### src/rtl/reg_scoreboard.sv
// Per-GPR scoreboard for in-flight long-latency writes (loads, CSR reads, mul/div).
// Produces the combinational ID-stage issue stall with a same-cycle release bypass.
module reg_scoreboard #(
  parameter int NREG   = 32,
  parameter int CNT_W  = 2,
  parameter int PERF_W = 32
) (
  input  logic              aclk,
  input  logic              resetn,
  input  logic              flush,
  input  logic              issue_valid,
  input  logic              issue_fire,
  input  logic              issue_long,
  input  logic [4:0]        issue_rd,
  input  logic              use_rj,
  input  logic              use_rk,
  input  logic              use_rd,
  input  logic [4:0]        rj_no,
  input  logic [4:0]        rk_no,
  input  logic [4:0]        rd_no,
  input  logic              rel_valid,
  input  logic [4:0]        rel_rd,
  output logic              stall,
  output logic [NREG-1:0]   busy_vec,
  output logic [PERF_W-1:0] stall_cycles,
  output logic              err_underflow
);

  localparam logic [CNT_W-1:0]  CNT_ZERO = {CNT_W{1'b0}};
  localparam logic [CNT_W-1:0]  CNT_ONE  = {{(CNT_W-1){1'b0}}, 1'b1};
  localparam logic [CNT_W-1:0]  CNT_MAX  = {CNT_W{1'b1}};
  localparam logic [PERF_W-1:0] PERF_ONE = {{(PERF_W-1){1'b0}}, 1'b1};

  logic              alloc_s;
  logic              rel_s;
  logic [CNT_W-1:0]  cnt_s [NREG];
  logic [NREG-1:0]   busy_nxt_s;
  logic [NREG-1:0]   busy_vec_r;
  logic              stall_s;
  logic              sat_s;
  logic              underflow_s;
  logic [PERF_W-1:0] stall_cycles_r;
  logic              err_underflow_r;

  // A register is still busy unless its last outstanding write releases this cycle.
  function automatic logic eff_busy(input logic [CNT_W-1:0] cnt, input logic bypass);
    return (cnt != CNT_ZERO) && !(bypass && (cnt == CNT_ONE));
  endfunction

  assign alloc_s = issue_fire && issue_long && (issue_rd != 5'd0) && !flush;
  assign rel_s   = rel_valid && (rel_rd != 5'd0) && !flush;

  for (genvar i = 0; i < NREG; i++) begin : g_reg
    if (i == 0) begin : g_zero
      assign cnt_s[i]      = CNT_ZERO;
      assign busy_nxt_s[i] = 1'b0;
    end else begin : g_cnt
      logic             hit_alloc_s;
      logic             hit_rel_s;
      logic [CNT_W-1:0] cnt_r;
      logic [CNT_W-1:0] cnt_nxt_s;

      assign hit_alloc_s = alloc_s && (issue_rd == 5'(i));
      assign hit_rel_s   = rel_s && (rel_rd == 5'(i));

      // Next pending count: saturate at max, floor at zero, flush clears.
      always_comb begin
        cnt_nxt_s = cnt_r;
        if (flush) begin
          cnt_nxt_s = CNT_ZERO;
        end else if (hit_alloc_s && !hit_rel_s) begin
          if (cnt_r != CNT_MAX) cnt_nxt_s = cnt_r + CNT_ONE;
          else                  cnt_nxt_s = cnt_r;
        end else if (hit_rel_s && !hit_alloc_s) begin
          if (cnt_r != CNT_ZERO) cnt_nxt_s = cnt_r - CNT_ONE;
          else                   cnt_nxt_s = cnt_r;
        end else begin
          cnt_nxt_s = cnt_r;
        end
      end

      // Pending-write counter for this register.
      always_ff @(posedge aclk or negedge resetn) begin
        if (!resetn) cnt_r <= CNT_ZERO;
        else         cnt_r <= cnt_nxt_s;
      end

      assign cnt_s[i]      = cnt_r;
      assign busy_nxt_s[i] = (cnt_nxt_s != CNT_ZERO);
    end
  end

  // Issue stall: source hazards plus a full counter on the destination.
  always_comb begin
    sat_s   = issue_long && (issue_rd != 5'd0) && (cnt_s[issue_rd] == CNT_MAX) &&
              !(rel_s && (rel_rd == issue_rd));
    stall_s = 1'b0;
    if (issue_valid && !flush) begin
      stall_s = (use_rj && eff_busy(cnt_s[rj_no], rel_s && (rel_rd == rj_no))) ||
                (use_rk && eff_busy(cnt_s[rk_no], rel_s && (rel_rd == rk_no))) ||
                (use_rd && eff_busy(cnt_s[rd_no], rel_s && (rel_rd == rd_no))) ||
                sat_s;
    end else begin
      stall_s = 1'b0;
    end
  end

  assign underflow_s = rel_s && (cnt_s[rel_rd] == CNT_ZERO) &&
                       !(alloc_s && (issue_rd == rel_rd));

  // Busy mirror, stall-cycle counter and sticky underflow flag.
  always_ff @(posedge aclk or negedge resetn) begin
    if (!resetn) begin
      busy_vec_r      <= {NREG{1'b0}};
      stall_cycles_r  <= {PERF_W{1'b0}};
      err_underflow_r <= 1'b0;
    end else begin
      busy_vec_r <= busy_nxt_s;
      if (issue_valid && stall_s) stall_cycles_r <= stall_cycles_r + PERF_ONE;
      else                        stall_cycles_r <= stall_cycles_r;
      err_underflow_r <= err_underflow_r || underflow_s;
    end
  end

  assign stall         = stall_s;
  assign busy_vec      = busy_vec_r;
  assign stall_cycles  = stall_cycles_r;
  assign err_underflow = err_underflow_r;

endmodule

### config.mk
export PLATFORM = sky130hd
export DESIGN_NAME = reg_scoreboard
export DESIGN_NICKNAME = d
export VERILOG_FILES = /design/src/rtl/reg_scoreboard.sv
export SDC_FILE = /design/constraint.sdc
export NUM_CORES = 1
export LEC_CHECK = 0
export BUFFER_PORTS_ARGS = -buffer_cell sky130_fd_sc_hd__clkbuf_2
export CORE_AREA = 2 2 128 130
export DETAILED_ROUTE_END_ITERATION = 8
export DIE_AREA = 0 0 130 132
export PLACE_DENSITY_LB_ADDON = 0.15
export SETUP_SLACK_MARGIN = 0.5
export SYNTH_ARGS = -nofsm -noshare
export SYNTH_HDL_FRONTEND = slang
export SYNTH_SLANG_ARGS = --single-unit
export TNS_END_PERCENT = 100
### constraint.sdc
create_clock -name aclk -period 7.9 [get_ports aclk]
set_clock_uncertainty 0.1 [all_clocks]
set_input_delay 0.395 -clock aclk [delete_from_list [all_inputs] [get_ports aclk]]
set_output_delay 0.395 -clock aclk [all_outputs]
set_load 0.02 [all_outputs]
==> impl_metrics.toml <==
[outcome]
outcome = "complete, no violations"

[setup_path]
r2r_slack_ns = 4.54
arrival_ns = 3.57
cp_slowest_cell = "and4bb_4"
end_kind = "primary output"
path_class = "in2out"
crit_path_start_kind = "primary input"
crit_chain = "buf_2 -> buf_4 -> nor2b_1 -> o41ai_4 -> o41a_1 -> nand4_1 -> o2111ai_1 -> and4bb_4 -> nand2b_2 -> inv_2 -> clkbuf_2"
cp.required_ns = 7.40
cp_num_buf_inv = 4
slowest_delay_ns = 0.68
critPathMaxFanout = 95
path_delay_family = "simple AND/OR/NAND/NOR gates"

[layout]
area_growth_pct = 10.7
antenna_cells = 0
nets = 1100
fill_cells = 1318
fin_area_sq_um = 10300
drive_above_1_share_pct = 20.7
utilization_pct = 65.3

[clock_tree]
cts-root-buf = "clkbuf_16"
cts_max_path_buffers = 2
numClockSinks = 126
clk_pin_slew_ns = 0.06
cts_resized = 0
numCtsBuffers = 17
htree_levels = 4
cts_tree = "yes"
worstSkewPairLatency_ns = 0.44

[floorplan]
core_sq_um = 15700
die_y_um = 132
die_w_um = 130
ios = 101
rows = 46
start_util_pct = 59.0
die_area_sq_um = 17200

[yosys]
async_flop_share_pct = 100
synth_edf_count = 0
ys.flop_type = "dfrtp_1"
syn_nets = 1065
synthCells = 1029
netlist_area_sq_um = 9270
yosys_warnings = 0
avgSynthCellArea_sq_um = 9.01
yosysSeqAreaShare_pct = 34.0
ys_seq_elements = 126
yosysUniqueCellTypes = 64

[grt]
busiest_layer = "met2"
overflow = 0
antenna_found_initial = 1
track_usage_pct = 31.3
grt_pass1_wl_um = 41600
use_met1_pct = 42.9
grt_pass1_vias = 7748
met2_usage_pct = 46.6
grt_max_degree = 96
gr-usage-met3_pct = 8.93

[timing]
relSlewSlack_pct = 30.2
rsz0062_at_grt = "no"
finalCritPeriodShare_pct = 51.4
setup_violations = 0
whs_ns = 0.297
final.setup.tns_ns = 0
worst-slew-pin-transition_ns = 1.03
finalHoldViolCount = 0
min_period_ns = 4.06
fmax_ghz = 0.246
slew_violations = 0

[route]
drc_errors = 0
via_count = 8328
drtPass1Iterations = 6
wire_per_inst_um = 20.3
final_antenna_net_count = 0
via_per_inst = 6.44
wirelength_um = 26200
drt-initial-drc-count = 850

[pwr]
powerDensity_nw_per_um2 = 165
p_seq_share_pct = 40.0
p_int_w = 0.00122
cellLeakagePower_nw = 4.39
p_sw_w = 0.000469
p_total_w = 0.00169
combPwrFrac_pct = 12.3
p_sw_share_pct = 27.8
pwr-share-clk_pct = 47.8
peakVddDrop_mv = 0.198

[place]
dp_hpwl_um = 18000
post_dp_cell_area_sq_um = 9650
portBuffers = 99
routabilityCongestion = 0.935

[run]
maxCapViolations = 0

[min_path]
min_path_type = "in2reg"
-- worst paths after layout --
check / startpoint / end / cells past startpoint
min reg2reg: stall_cycles[7] / stall_cycles[7] / 1
min in group asynchronous: resetn / stall_cycles[21] / 2
max reg2reg: g_reg[16].g_cnt.cnt_r[0] / stall_cycles[1] / 8
max: flush / stall / 11
max in group asynchronous: resetn / g_reg[12].g_cnt.cnt_r[0] / 3
min: issue_valid / stall_cycles[0] / 4
-- state kept, by name, summed over array words and instances (netlist names) --
name           cells
busy_vec          31
err_underflow      1
g.g_cnt.cnt_r     62
stall_cycles      32
-- synthesized netlist by cell type (6+ instances only) --
cell / count / area share (%)
a211oi_1: 49 / 4.0
a21o_1: 17 / 1.4
a21oi_1: 81 / 4.4
a22oi_1: 8 / 0.65
buf_1: 11 / 0.45
buf_2: 17 / 0.92
buf_4: 7 / 0.57
clkbuf_1: 47 / 1.9
dfrtp_1: 126 / 34
inv_1: 63 / 2.6
mux2_2: 9 / 1.1
mux2i_1: 17 / 1.8
mux4_2: 55 / 13
nand2_1: 91 / 3.7
nand2b_1: 9 / 0.61
nand3_1: 26 / 1.4
nand4_1: 8 / 0.54
nor2_1: 92 / 3.7
nor2b_1: 15 / 1.0
nor3_1: 42 / 2.3
nor4_2: 11 / 1.5
nor4b_2: 8 / 1.3
o211ai_1: 6 / 0.49
o21ai_0: 82 / 4.4
xnor2_1: 17 / 1.6
xor2_1: 34 / 3.2
-- layout by cell type, fill, tap and decap left out, types with 5 or more instances in the layout --
master	count
a211oi_1	49
o211ai_1	6
nor2_1	92
mux2_2	9
and2_1	5
o21ai_0	82
mux4_2	55
nor4_2	11
xnor2_1	17
nor3b_1	5
nand4_1	8
nor2b_1	15
nand2b_1	9
nand3b_1	5
nor4b_2	8
nand2_1	91
nand3_1	26
mux2i_1	17
a21oi_1	81
a22oi_1	8
a21o_1	17
inv_1	63
clkbuf_16	17
dfrtp_1	126
clkbuf_2	97
nor3_1	42
xor2_1	34
-- worst reg2reg max path, cell delays in order (launching register included) --
cell and delay [ns]:
dfrtp_1 0.51, mux4_2 0.51, mux4_2 0.49, nand2b_1 0.16, nand4_1 0.07, o2111ai_1 0.12, and4bb_4 0.68, nand2b_2 0.28
mux2_1 0.33
-- final cells by class --
type | count | area [sq um] | share of cell area (%)
Tap cell | 216 | 270 | 2.63
Clock buffer | 18 | 429 | 4.18
Sequential cell | 126 | 3150 | 30.7
Clock inverter | 14 | 169 | 1.65
Multi-Input combinational cell | 753 | 5470 | 53.3
Timing Repair Buffer | 102 | 527 | 5.13
Inverter | 64 | 240 | 2.34
-- timing repair --
action	4_1_cts	5_1_grt
hold buffers	1	0
buffers inserted	0	0
hold endpoints to repair	59	0
-- logic make-up after synthesis --
family / count (synthesis) / share of synthesized area [%]
AO/OA/AOI/OAI: 273 / 18.1
XOR/XNOR: 51 / 4.82
adder cells (fa/ha/maj): 1 / 0.135
buffers and inverters: 150 / 6.91
flip-flops: 126 / 34.0
multiplexers: 82 / 16.4
other: 1 / 0.0405
AND/OR/NAND/NOR: 345 / 19.5
-- metrics by stage --
stage               setup slack [ns]  std cells
floorplan                       5.00       1029
global placement                3.91       1260
detailed placement              3.87       1260
CTS                             3.83       1293
global route                    3.51       1293
finish                          3.84       1293
-- power by group through the flow --
stage / registers (W) / clock network (W) / logic (W)
after detailed placement: 0.000686 / 0 / 0.000204
final: 0.000675 / 0.000807 / 0.000207
after floorplan: 0.000697 / 0 / 0.000130
after CTS: 0.000675 / 0.000810 / 0.000205
after global placement: 0.000685 / 0 / 0.000202
after global routing: 0.000676 / 0.000844 / 0.000224
-- per-layer routing --
layer | wire (um) | share of wire, %
met1 | 10500 | 40
met2 | 11700 | 45
met3 | 2910 | 11
met4 | 1060 | 4.0
met5 | 13 | 0.050
Note: power is estimated with default switching activity, not from simulation.
